--- src/rtl/bpu_pht_ctrl.sv ---
// PHT controller: init sweep, lookup/update arbitration with starvation guard,
// read-modify-write counter updates with write-to-read forwarding.
//   state | meaning
//   BOOT  | one idle cycle after reset release
//   INIT  | write INIT_VAL to every entry, one per cycle
//   RUN   | serve lookups and updates; init_done high
module bpu_pht_ctrl #(
  parameter int ADDR       = 9,
  parameter int CTR_W      = 2,
  parameter int INIT_VAL   = 1,
  parameter int STARVE_MAX = 4
) (
  input  logic             clk,
  input  logic             rst_n,
  input  logic             lookup_valid,
  output logic             lookup_ready,
  input  logic [ADDR-1:0]  lookup_idx,
  output logic             pred_valid,
  output logic             pred_taken,
  output logic [CTR_W-1:0] pred_ctr,
  input  logic             upd_valid,
  output logic             upd_ready,
  input  logic [ADDR-1:0]  upd_idx,
  input  logic             upd_taken,
  output logic             init_done,
  output logic             ram_re,
  output logic [ADDR-1:0]  ram_raddr,
  input  logic [CTR_W-1:0] ram_rdata,
  output logic             ram_we,
  output logic [ADDR-1:0]  ram_waddr,
  output logic [CTR_W-1:0] ram_wdata
);

  localparam int DEPTH = 2**ADDR;
  localparam int SW    = $clog2(STARVE_MAX + 1);
  localparam logic [CTR_W-1:0] CTR_MAX = {CTR_W{1'b1}};
  localparam logic [CTR_W-1:0] INIT_C  = CTR_W'(INIT_VAL);

  typedef enum logic [1:0] {BOOT, INIT, RUN} state_t;

  state_t            state_q, state_d;
  logic [ADDR-1:0]   sweep_q;
  logic [SW-1:0]     starve_q;
  logic              s1_valid, s1_upd, s1_taken;
  logic [ADDR-1:0]   s1_idx;
  logic              fwd_valid;
  logic [CTR_W-1:0]  fwd_data;
  logic [CTR_W-1:0]  pred_hold;
  logic [CTR_W-1:0]  d_eff, d_sat;
  logic              run, starved;

  always_ff @(posedge clk or negedge rst_n) begin
    if (!rst_n) state_q <= BOOT;
    else        state_q <= state_d;
  end

  always_comb begin
    state_d = state_q;
    case (state_q)
      BOOT:    state_d = INIT;
      INIT:    if (sweep_q == ADDR'(DEPTH - 1)) state_d = RUN;
      RUN:     state_d = RUN;
      default: state_d = BOOT;
    endcase
  end

  assign run       = (state_q == RUN);
  assign init_done = run;
  assign starved   = (starve_q == SW'(STARVE_MAX));

  // A starved update pre-empts lookups until it is accepted.
  assign upd_ready    = run && upd_valid && (starved || !lookup_valid);
  assign lookup_ready = run && lookup_valid && !(starved && upd_valid);
  assign ram_re       = upd_ready || lookup_ready;
  assign ram_raddr    = upd_ready ? upd_idx : (lookup_ready ? lookup_idx : '0);

  always_ff @(posedge clk or negedge rst_n) begin
    if (!rst_n) begin
      sweep_q   <= '0;
      starve_q  <= '0;
      s1_valid  <= 1'b0;
      s1_upd    <= 1'b0;
      s1_taken  <= 1'b0;
      s1_idx    <= '0;
      fwd_valid <= 1'b0;
      fwd_data  <= '0;
      pred_hold <= '0;
    end else begin
      if (state_q == INIT) sweep_q <= sweep_q + 1'b1;
      if (upd_ready)                                    starve_q <= '0;
      else if (run && upd_valid && !starved)            starve_q <= starve_q + 1'b1;
      s1_valid  <= ram_re;
      s1_upd    <= upd_ready;
      s1_taken  <= upd_ready && upd_taken;
      s1_idx    <= ram_raddr;
      fwd_valid <= ram_re && ram_we && (ram_raddr == ram_waddr);
      fwd_data  <= ram_wdata;
      pred_hold <= pred_ctr;
    end
  end

  assign d_eff = fwd_valid ? fwd_data : ram_rdata;

  always_comb begin
    d_sat = d_eff;
    if (s1_taken) begin
      if (d_eff != CTR_MAX) d_sat = d_eff + CTR_W'(1);
    end else begin
      if (d_eff != '0)      d_sat = d_eff - CTR_W'(1);
    end
  end

  always_comb begin
    ram_we    = 1'b0;
    ram_waddr = '0;
    ram_wdata = '0;
    if (state_q == INIT) begin
      ram_we    = 1'b1;
      ram_waddr = sweep_q;
      ram_wdata = INIT_C;
    end else if (run && s1_valid && s1_upd) begin
      ram_we    = 1'b1;
      ram_waddr = s1_idx;
      ram_wdata = d_sat;
    end
  end

  assign pred_valid = s1_valid && !s1_upd;
  assign pred_ctr   = pred_valid ? d_eff : pred_hold;
  assign pred_taken = pred_ctr[CTR_W-1];

endmodule
--- config.mk ---
export PLATFORM = sky130hd
export DESIGN_NAME = bpu_pht_ctrl
export DESIGN_NICKNAME = d
export VERILOG_FILES = /design/src/rtl/bpu_pht_ctrl.sv
export SDC_FILE = /design/constraint.sdc
export NUM_CORES = 1
export LEC_CHECK = 0
export BUFFER_PORTS_ARGS = -buffer_cell sky130_fd_sc_hd__clkbuf_2
export CAP_MARGIN = 20
export CORE_ASPECT_RATIO = 1.1
export CORE_MARGIN = 1.5
export CORE_UTILIZATION = 30
export CTS_CLUSTER_DIAMETER = 120
export CTS_CLUSTER_SIZE = 28
export DETAILED_ROUTE_END_ITERATION = 12
export PLACE_DENSITY = 0.53
export SKIP_LAST_GASP = 1
export SYNTH_ARGS = -nofsm -noshare
export SYNTH_HDL_FRONTEND = slang
export SYNTH_SLANG_ARGS = --single-unit
--- constraint.sdc ---
create_clock -name clk -period 1.9 [get_ports clk]
set_input_delay 0.38 -clock clk [delete_from_list [all_inputs] [get_ports clk]]
set_output_delay 0.38 -clock clk [all_outputs]
set_load 0.02 [all_outputs]
After elaboration in Yosys (flattened, before gate mapping)

Cells that the tools add are included.

Bits in registers: 31
Input bits: 25
Word-level logic and storage cells: 59

$add $sub $neg: 4
Eq/ne operators: 7
Mux-type cells: 17
Reduce and logical (&&, ||, !) cells: 21

Operators with widths:

| cell                | count |
|---|---|
| $mux 9              | 4 |
| $mux 2              | 8 |
| $logic_and 1x1->1   | 12 |
| $add 9x1->9 const B | 1 |
| $eq 9x9->1          | 1 |
| $eq 9x9->1 const B  | 1 |
| $mux 3              | 2 |
| $pmux 2 s3          | 1 |
| $logic_not 1->1     | 4 |
| $ne 2x2->1 const B  | 2 |
| $reduce_bool 2->1   | 2 |
| $add 3x1->3 const B | 1 |
| $eq 3x3->1 const B  | 1 |
| $add 2x1->2 const B | 1 |
| $eq 2x1->1 const B  | 1 |
| $eq 2x2->1 const B  | 1 |
| $logic_not 2->1     | 1 |
| $logic_or 1x1->1    | 2 |
| $mux 1              | 2 |
| $sub 2x1->2 const B | 1 |

Depth between registers and ports, before layout

Gate-level depths: netlist (run 1).

Depth in word-level cells: 8
Depth in mapped cells: 9
Mapped depth without buffers: 8

Worst setup path before layout (run 1)

No wires, ideal clock.

Path type: reg-to-reg
From: register state_q[0]
To: register fwd_valid
Library setup time: 96 ps
Arrival time: 2,295 ps
Data required time: 1,804 ps
Slack: -490 ps
Cell stages (with the launch flop): 10
Path buffers: 1
Cell sequence: dfrtp_1 inv_1 ha_1 and3_1 buf_2 nand2_1 o21ai_0 xnor2_1 nand4_1 nor4_2

Cells in the longest elaborated chain, start to end: 7
Elaborated cells between the ends (all ways): 18
Classes of those cells: eq/ne: 3; mux: 6; reduce/logical: 9

RTL lines:

| element                         | line | text |
|---|---|---|
| from (decl)                     | 41   | `state_t state_q, state_d;` |
| from (signal assigned)          | 54   | `else state_q <= state_d;` |
| $eq 2x2->1                      | 67   | `assign run = (state_q == RUN);` |
| net init_done                   | 25   | `output logic init_done,` |
| $logic_and 1x1->1 (2 in series) | 121  | `end else if (run && s1_valid && s1_upd) begin` |
| $mux 9                          | 121  |  |
| $mux 9                          | 117  | `if (state_q == INIT) begin` |
| net ram_waddr[3]                | 30   | `output logic [ADDR-1:0] ram_waddr,` |
| $eq 9x9->1                      | 96   | `fwd_valid <= ram_re && ram_we && (ram_raddr == ram_waddr);` |
| $logic_and 1x1->1               | 96   |  |
| to (signal assigned)            | 96   |  |
| to (decl)                       | 46   | `logic fwd_valid;` |

The timed path passes the listed nets, and every way through them passes these cells.
A chain may end at the register's enable or synchronous reset.

Worst setup path in the final report (run 1)

From: register state_q[0]
To: output ram_wdata[1]

Cells in the longest elaborated chain, start to end: 5
Elaborated cells between the ends (all ways): 6
Classes of those cells: eq/ne: 2; mux: 2; reduce/logical: 2

RTL lines:

| element                         | line | text |
|---|---|---|
| $eq 2x2->1                      | 67   |  |
| $logic_and 1x1->1 (2 in series) | 121  |  |
| $mux 2                          | 121  |  |
| $mux 2 (*)                      | 117  |  |
| to (decl)                       | 31   | `output logic [CTR_W-1:0] ram_wdata` |

Every way passes the cells marked *; elsewhere a longest branch is shown, timed or not.

==> results of run 1 <==
-- final cells by class --
type | count | share of cell area
Timing Repair Buffer | 99 | 0.2952
Multi-Input combinational cell | 117 | 0.3643
Inverter | 8 | 0.01036
Sequential cell | 31 | 0.2676
Clock inverter | 1 | 0.001726
Clock buffer | 6 | 0.02849
Tap cell | 75 | 0.03237
-- through the flow --
step / power [mW] / std cells / utilization
finish: 1.241 / 337 / 0.5373
global route: 1.300 / 337 / 0.5373
CTS: 1.259 / 328 / 0.5056
detailed placement: 0.7278 / 305 / 0.4147
global placement: 0.7277 / 305 / 0.4147
floorplan: 0.6791 / 163 / -
-- worst max-delay path: stages, from the launching register on --
cell,delay (ns)
dfrtp_1,0.39
buf_4,0.14
buf_4,0.13
ha_4,0.20
buf_12,0.16
nor3b_4,0.21
clkbuf_8,0.18
-- path summary, 6_finish.rpt --
path                                   start      endpoint  slack (ns)
worst max-delay path              state_q[0]  ram_wdata[1]       -0.18
worst min-delay path                   rst_n     s1_idx[4]        0.11
worst max register to register    state_q[0]     fwd_valid       -0.09
worst min register to register  pred_hold[0]  pred_hold[0]        0.52
max in group asynchronous              rst_n      s1_taken        1.49
min in group clk                   upd_taken      s1_taken        0.31
-- power by group through the flow --
stage / clock, mW / sequential (mW) / combinational (mW)
floorplan: 0 / 0.672 / 0.00669
global placement: 0 / 0.672 / 0.0555
detailed placement: 0 / 0.672 / 0.0556
CTS: 0.541 / 0.660 / 0.0577
global route: 0.576 / 0.659 / 0.0642
finish: 0.525 / 0.660 / 0.0566
-- Yosys cell counts, drive strengths merged (3+ instances only) --
| cell | instances |
|---|---|
| dfrtp | 31 |
| nand2 | 28 |
| xnor2 | 14 |
| o21ai | 13 |
| a22o | 9 |
| inv | 8 |
| ha | 7 |
| a21oi | 5 |
| buf | 5 |
| nand4 | 4 |
| nor2 | 4 |
| a21o | 3 |
| nand3 | 3 |
-- routing by layer --
layer | wire (µm) | vias up
met5 | 0 | -
met4 | 57 | 0
met3 | 220 | 7
met2 | 2307 | 50
met1 | 2001 | 713
li1 | - | 765
-- cell families after synthesis --
| family | share of synthesized area |
|---|---|
| xor+xnor | 0.08346 |
| simple gates | 0.1587 |
| flops | 0.4620 |
| mux | 0.02533 |
| fa+ha+maj | 0.05812 |
| buf+inv | 0.04247 |
| compound gates | 0.1699 |
-- state kept, by name, indices dropped and copies added (netlist names) --
signal,cells
fwd_valid,1
s1_taken,1
s1_upd,1
state_q,2
pred_hold,2
s1_valid,1
sweep_q,9
starve_q,3
fwd_data,2
s1_idx,9
-- layout by cell type, fill, tap and decap left out, types with 3 or more instances in the layout --
cell      count
a21o_1        3
a22o_4        7
buf_4        40
buf_6         8
clkbuf_2     30
clkbuf_8     22
dfrtp_1      31
ha_1          4
ha_4          3
inv_1         3
inv_2         5
nand2_1      21
nand2_2       5
nand3_1       3
nand4_1       4
nor2_1        3
o21ai_0       6
o21ai_2       4
xnor2_1      11
xnor2_2       3
-- what timing repair did --
item	in CTS	in global routing
endpoints found under the hold margin	0	0
pin swaps	17	14
gates resized for setup	58	31
setup endpoints to repair	24	26
buffers inserted	16	10
cloned	0	1
==> results.tsv, run 1 <==
stage	metric	value	unit
outcome	outcome	finished with violations	
outcome	violated checks	setup timing	
cells_and_area	fillers	514	
logic_synthesis	EDFF count, synth	0	
global_route	GRT Total Usage	0.1652	
global_route	first-pass GRT wire length	7341	µm
cells_and_area	antenna fix cells	0	
cells_and_area	share of cells above drive strength 1	0.5725	
clock_network	clk sink count	31	
timing	Hold Fails Final Rpt	0	
global_route	met3 usage	0.04417	
route	Via density	4.555	
cells_and_area	register area	775.7	µm²
clock_network	root buf cell	clkbuf_8	
floorplanning	die area	0.006055	mm²
timing	worst clock skew	0.007273	ns
min_path	HP Class	in -> async	
route	DRT antenna net count	0	
power_and_ir_drop	P_leak	1.486	nW
logic_synthesis	Post-synth top flop	dfrtp_1	
timing	Final min period	2.076	ns
setup_path	Worst setup SP type	flip-flop	
cells_and_area	Multi-input gate area	0.001056	mm²
timing	fmax	481.8	MHz
power_and_ir_drop	Sw Pwr	0.2749	mW
placed_design	DP Area	0.002237	mm²
logic_synthesis	ys async rst share	1.000	
timing	Hold WS	0.1088	ns
placed_design	PortBufs	53	
floorplanning	number of core rows	28	
power_and_ir_drop	sequential power share	0.532	
route	routed wire length	4586	µm
logic_synthesis	synthesized cell area	0.001679	mm²
floorplanning	core area	0.005395	mm²
placed_design	HPWL Detailed	3226	µm
floorplanning	Initial Util	0.3112	
setup_path	CP max FO	13	
logic_synthesis	post-synthesis sequential area ratio	0.4620	
timing	Final Slew Violations	0	
logic_synthesis	#FFs+latches synth	31	
global_route	largest net degree at the start of global routing	32	
cells_and_area	fin nets	294	
clock_network	TritonCTS Buffers	5	
power_and_ir_drop	Worst VDD drop	0.2376	mV
setup_path	WP data arrival	1.70	ns
timing	post-route setup slack	-0.1758	ns
logic_synthesis	synth top area cells	dfrtp_1 (46%), xnor2_1 (7.3%), nand2_1 (5.8%)	
floorplanning	Chip Width	74.33	µm
timing	Relative slew margins	0.7270	
route	DRC Markers	0	
power_and_ir_drop	clock power share	0.423	
setup_path	Setup crit end kind	primary output	
global_route	met1 Use GR	0.1994	
clock_network	Skew-Pair Late Insertion Delay	0.29	ns
placed_design	Place WS	-0.08850	ns
setup_path	R2R cell count	10	
logic_synthesis	cell taking the most area after synthesis	dfrtp_1	
placed_design	routability cong.	0.7380	
logic_synthesis	share of the synthesized area in the top cell type	0.4620	
timing	setup tns final	-2.762	ns
global_route	vias in the first global route	1516	
power_and_ir_drop	switching share of total power	0.2215	
logic_synthesis	syn avg cell area	10.30	µm²
route	Iter 0 DRT Violations	32	
cells_and_area	Layout area overhead	72.65	%
logic_synthesis	Post-Syn Instances	163	
logic_synthesis	Synth cell types	40	
setup_path	worst path required time	1.52	ns
power_and_ir_drop	combinational power share	0.046	
flow_run	Max Cap Viol	0	
timing	period utilisation layout	1.093	
logic_synthesis	Mapped Nets	195	
global_route	initial antenna violation count	0	
clock_network	clk slew on worst S/H paths	0.07	ns
logic_synthesis	yosys warns	0	
clock_network	# H-tree levels	2	
global_route	grt ovf	0	
timing	RSZ-0062 raised after global routing	yes	
floorplanning	chip height	81.47	µm
global_route	Most Crowded Layer GR	met2	
clock_network	Post-CTS Hold Buffers	0	
floorplanning	I/O Pins	54	
clock_network	clk buf depth	2	
setup_path	Crit Path Category	reg -> out	
power_and_ir_drop	Internal Power	0.9664	mW
global_route	M2 GR Usage	0.2893	
cells_and_area	cell area after layout	0.002899	mm²
timing	Setup Viol. Count Final	22	
clock_network	CTS tree	yes	
route	Via Count	1535	
route	per-cell routed wire length	13.61	µm
timing	Worst-Margin Slew	0.4095	ns
route	drt pass-1 iters	4	
power_and_ir_drop	P per Cell Area	428.2	mW/mm²
Power figures use the tool's default switching activity.
==> inputs of run 2 (changes only) <==
Settings changed: CORE_ASPECT_RATIO 1.1 to unset, RECOVER_POWER set to 100.
==> run 2 against run 1 <==
Fmax up 0.88%. Clock power down 5.9%. The run still ends with setup timing left. Flip-flop and latch count unchanged. Via count down 1.9%. Highest routed layer unchanged. Global-route usage down 0.64 points. Non-clock buffer count down 5.
==> results.tsv, run 2 (synthesis gave the netlist of run 1 again) <==
stage	metric	value	unit
clock_network	Skew-Pair Late Insertion Delay	0.28	ns
clock_network	TritonCTS Buffers	5	
timing	Relative slew margins	0.4022	
setup_path	flop2flop setup slack	-0.06	ns
floorplanning	Initial Util	0.3087	
timing	Final Slew Violations	0	
floorplanning	number of core rows	27	
cells_and_area	share of cells above drive strength 1	0.5388	
clock_network	root buf cell	clkbuf_8	
timing	Hold Fails Final Rpt	0	
setup_path	Setup crit end kind	primary output	
timing	Final min period	2.058	ns
cells_and_area	top flop regs	s1_idx x9, sweep_q x9, starve_q x3	
clock_network	# H-tree levels	2	
timing	period utilisation layout	1.083	
power_and_ir_drop	Pwr Total	1.207	mW
setup_path	reg2reg end	fwd_valid	
power_and_ir_drop	Worst VDD drop	0.2762	mV
floorplanning	Chip Width	77.82	µm
timing	worst clock skew	0.01093	ns
setup_path	CP Launch Point	state_q[0]	
timing	post-route setup slack	-0.1577	ns
setup_path	WP data arrival	1.68	ns
global_route	largest net degree at the start of global routing	17	
clock_network	clk buf depth	2	
power_and_ir_drop	P_leak	1.458	nW
global_route	vias in the first global route	1587	
setup_path	crit path to	ram_waddr[6]	
floorplanning	core area	0.005439	mm²
floorplanning	I/O Pins	54	
setup_path	Crit Path Category	reg -> out	
floorplanning	chip height	77.82	µm
power_and_ir_drop	combinational power share	0.044	
outcome	outcome	finished with violations	
placed_design	post-placement cell count	301	
outcome	violated checks	setup timing	
setup_path	worst path required time	1.52	ns
cells_and_area	commonest cells after routing, fill and taps aside	dfrtp_1 (31), clkbuf_2 (30), buf_4 (29)	
power_and_ir_drop	P per Cell Area	423.8	mW/mm²
cells_and_area	antenna fix cells	0	
power_and_ir_drop	clock power share	0.409	
clock_network	CTS tree	yes	
min_path	HP Class	in -> async	
setup_path	Critical Path Slowest Stage Cell	dfrtp_1	
global_route	initial antenna violation count	0	
route	DRC Markers	0	
floorplanning	die area	0.006055	mm²
route	routed wire length	4467	µm
power_and_ir_drop	switching share of total power	0.2228	
global_route	GRT Total Usage	0.1588	
timing	Setup Viol. Count Final	21	
placed_design	HPWL Detailed	3135	µm
timing	fmax	486.0	MHz
route	drt pass-1 iters	4	
cells_and_area	Layout area overhead	69.60	%
timing	RSZ-0062 raised after global routing	yes	
route	DRT antenna net count	0	
power_and_ir_drop	Sw Pwr	0.2688	mW
flow_run	Max Cap Viol	0	
clock_network	clk slew on worst S/H paths	0.07	ns
setup_path	Worst setup SP type	flip-flop	
setup_path	worst r2r src	state_q[0]	
placed_design	routability cong.	0.7792	
cells_and_area	fin nets	289	
placed_design	Place WS	-0.09683	ns
setup_path	CP max FO	6	
global_route	grt ovf	0	
cells_and_area	Non-Filler Instances	330	
placed_design	DP Area	0.002251	mm²
route	Iter 0 DRT Violations	38	
placed_design	PortBufs	53	
route	Via density	4.564	
power_and_ir_drop	Internal Power	0.9379	mW
setup_path	R2R cell count	10	
timing	Hold WS	0.1842	ns
cells_and_area	cell area after layout	0.002848	mm²
timing	Worst-Margin Slew	0.8967	ns
setup_path	crit-path max cell delay	0.39	ns
power_and_ir_drop	sequential power share	0.547	
route	Via Count	1506	
global_route	first-pass GRT wire length	7362	µm
route	per-cell routed wire length	13.54	µm
clock_network	clk sink count	31	
setup_path	cells along the critical path	inv_2 > ha_4 > and3_4 > buf_6 > nand2_2 > o21ai_2 > clkbuf_8	
cells_and_area	most common cell after layout, fill and taps aside	dfrtp_1	
run 2: worst max-delay path, delay by kind of cell, from the launching register on:
family / cells / cell delay, ns
compound gates: 1 / 0.17
flops: 1 / 0.39
fa+ha+maj: 1 / 0.16
buf+inv: 3 / 0.40
simple gates: 2 / 0.28
run 2: how the worst min path moves through the flow:
| stage | start | endpoint | slack (ns) | depth (start not counted) |
|---|---|---|---|---|
| 2_1_floorplan | rst_n | fwd_data[0] | 0.08 | 0 |
| 3_3_place_gp | rst_n | sweep_q[0] | 0.34 | 1 |
| 3_5_place_dp | rst_n | sweep_q[0] | 0.35 | 1 |
| 4_1_cts | rst_n | sweep_q[0] | 0.04 | 1 |
| 5_1_grt | rst_n | sweep_q[0] | 0.26 | 1 |
| 6_report | rst_n | sweep_q[0] | 0.18 | 1 |
run 2: routing by layer:
| metal | GRT usage | wire (µm) | up-vias |
|---|---|---|---|
| met1 | 0.1971 | 2086 | 710 |
| li1 | - | - | 751 |
| met4 | 0.04909 | 42 | 0 |
| met2 | 0.2696 | 2149 | 38 |
| met3 | 0.03882 | 188 | 7 |
| met5 | 0 | 0 | - |
run 2: what timing repair did:
item	4_1_cts	5_1_grt
setup buffers	14	7
setup endpoints to repair	24	26
hold endpoints to repair	0	0
gates cloned	0	0
hold buffers	0	0
pin swaps	16	18
resized for setup	51	39
run 2: metrics by stage:
stage | utilization | setup TNS [ns]
finish | 0.5236 | -1.928
global route | 0.5236 | -4.030
global placement | 0.4138 | -0.1071
CTS | 0.4900 | -2.411
floorplan | - | -0.03945
detailed placement | 0.4138 | -0.1653
run 2: final cells by class:
cell class	count	area (µm²)
Fill cell	480	2591
Timing Repair Buffer	94	814.5
Multi-Input combinational cell	117	1056
Clock inverter	1	5.005
Inverter	8	30.03
Sequential cell	31	775.7
Tap cell	72	90.09
Clock buffer	7	76.32
run 2: power groups by stage:
stage                     Combinational (mW)  Sequential [mW]  Clock, mW
after floorplan                      0.00669            0.672          0
after global placement                0.0566            0.672          0
after detailed placement              0.0571            0.672          0
after CTS                             0.0581            0.660      0.512
after global routing                  0.0607            0.659      0.549
final                                 0.0527            0.660      0.494
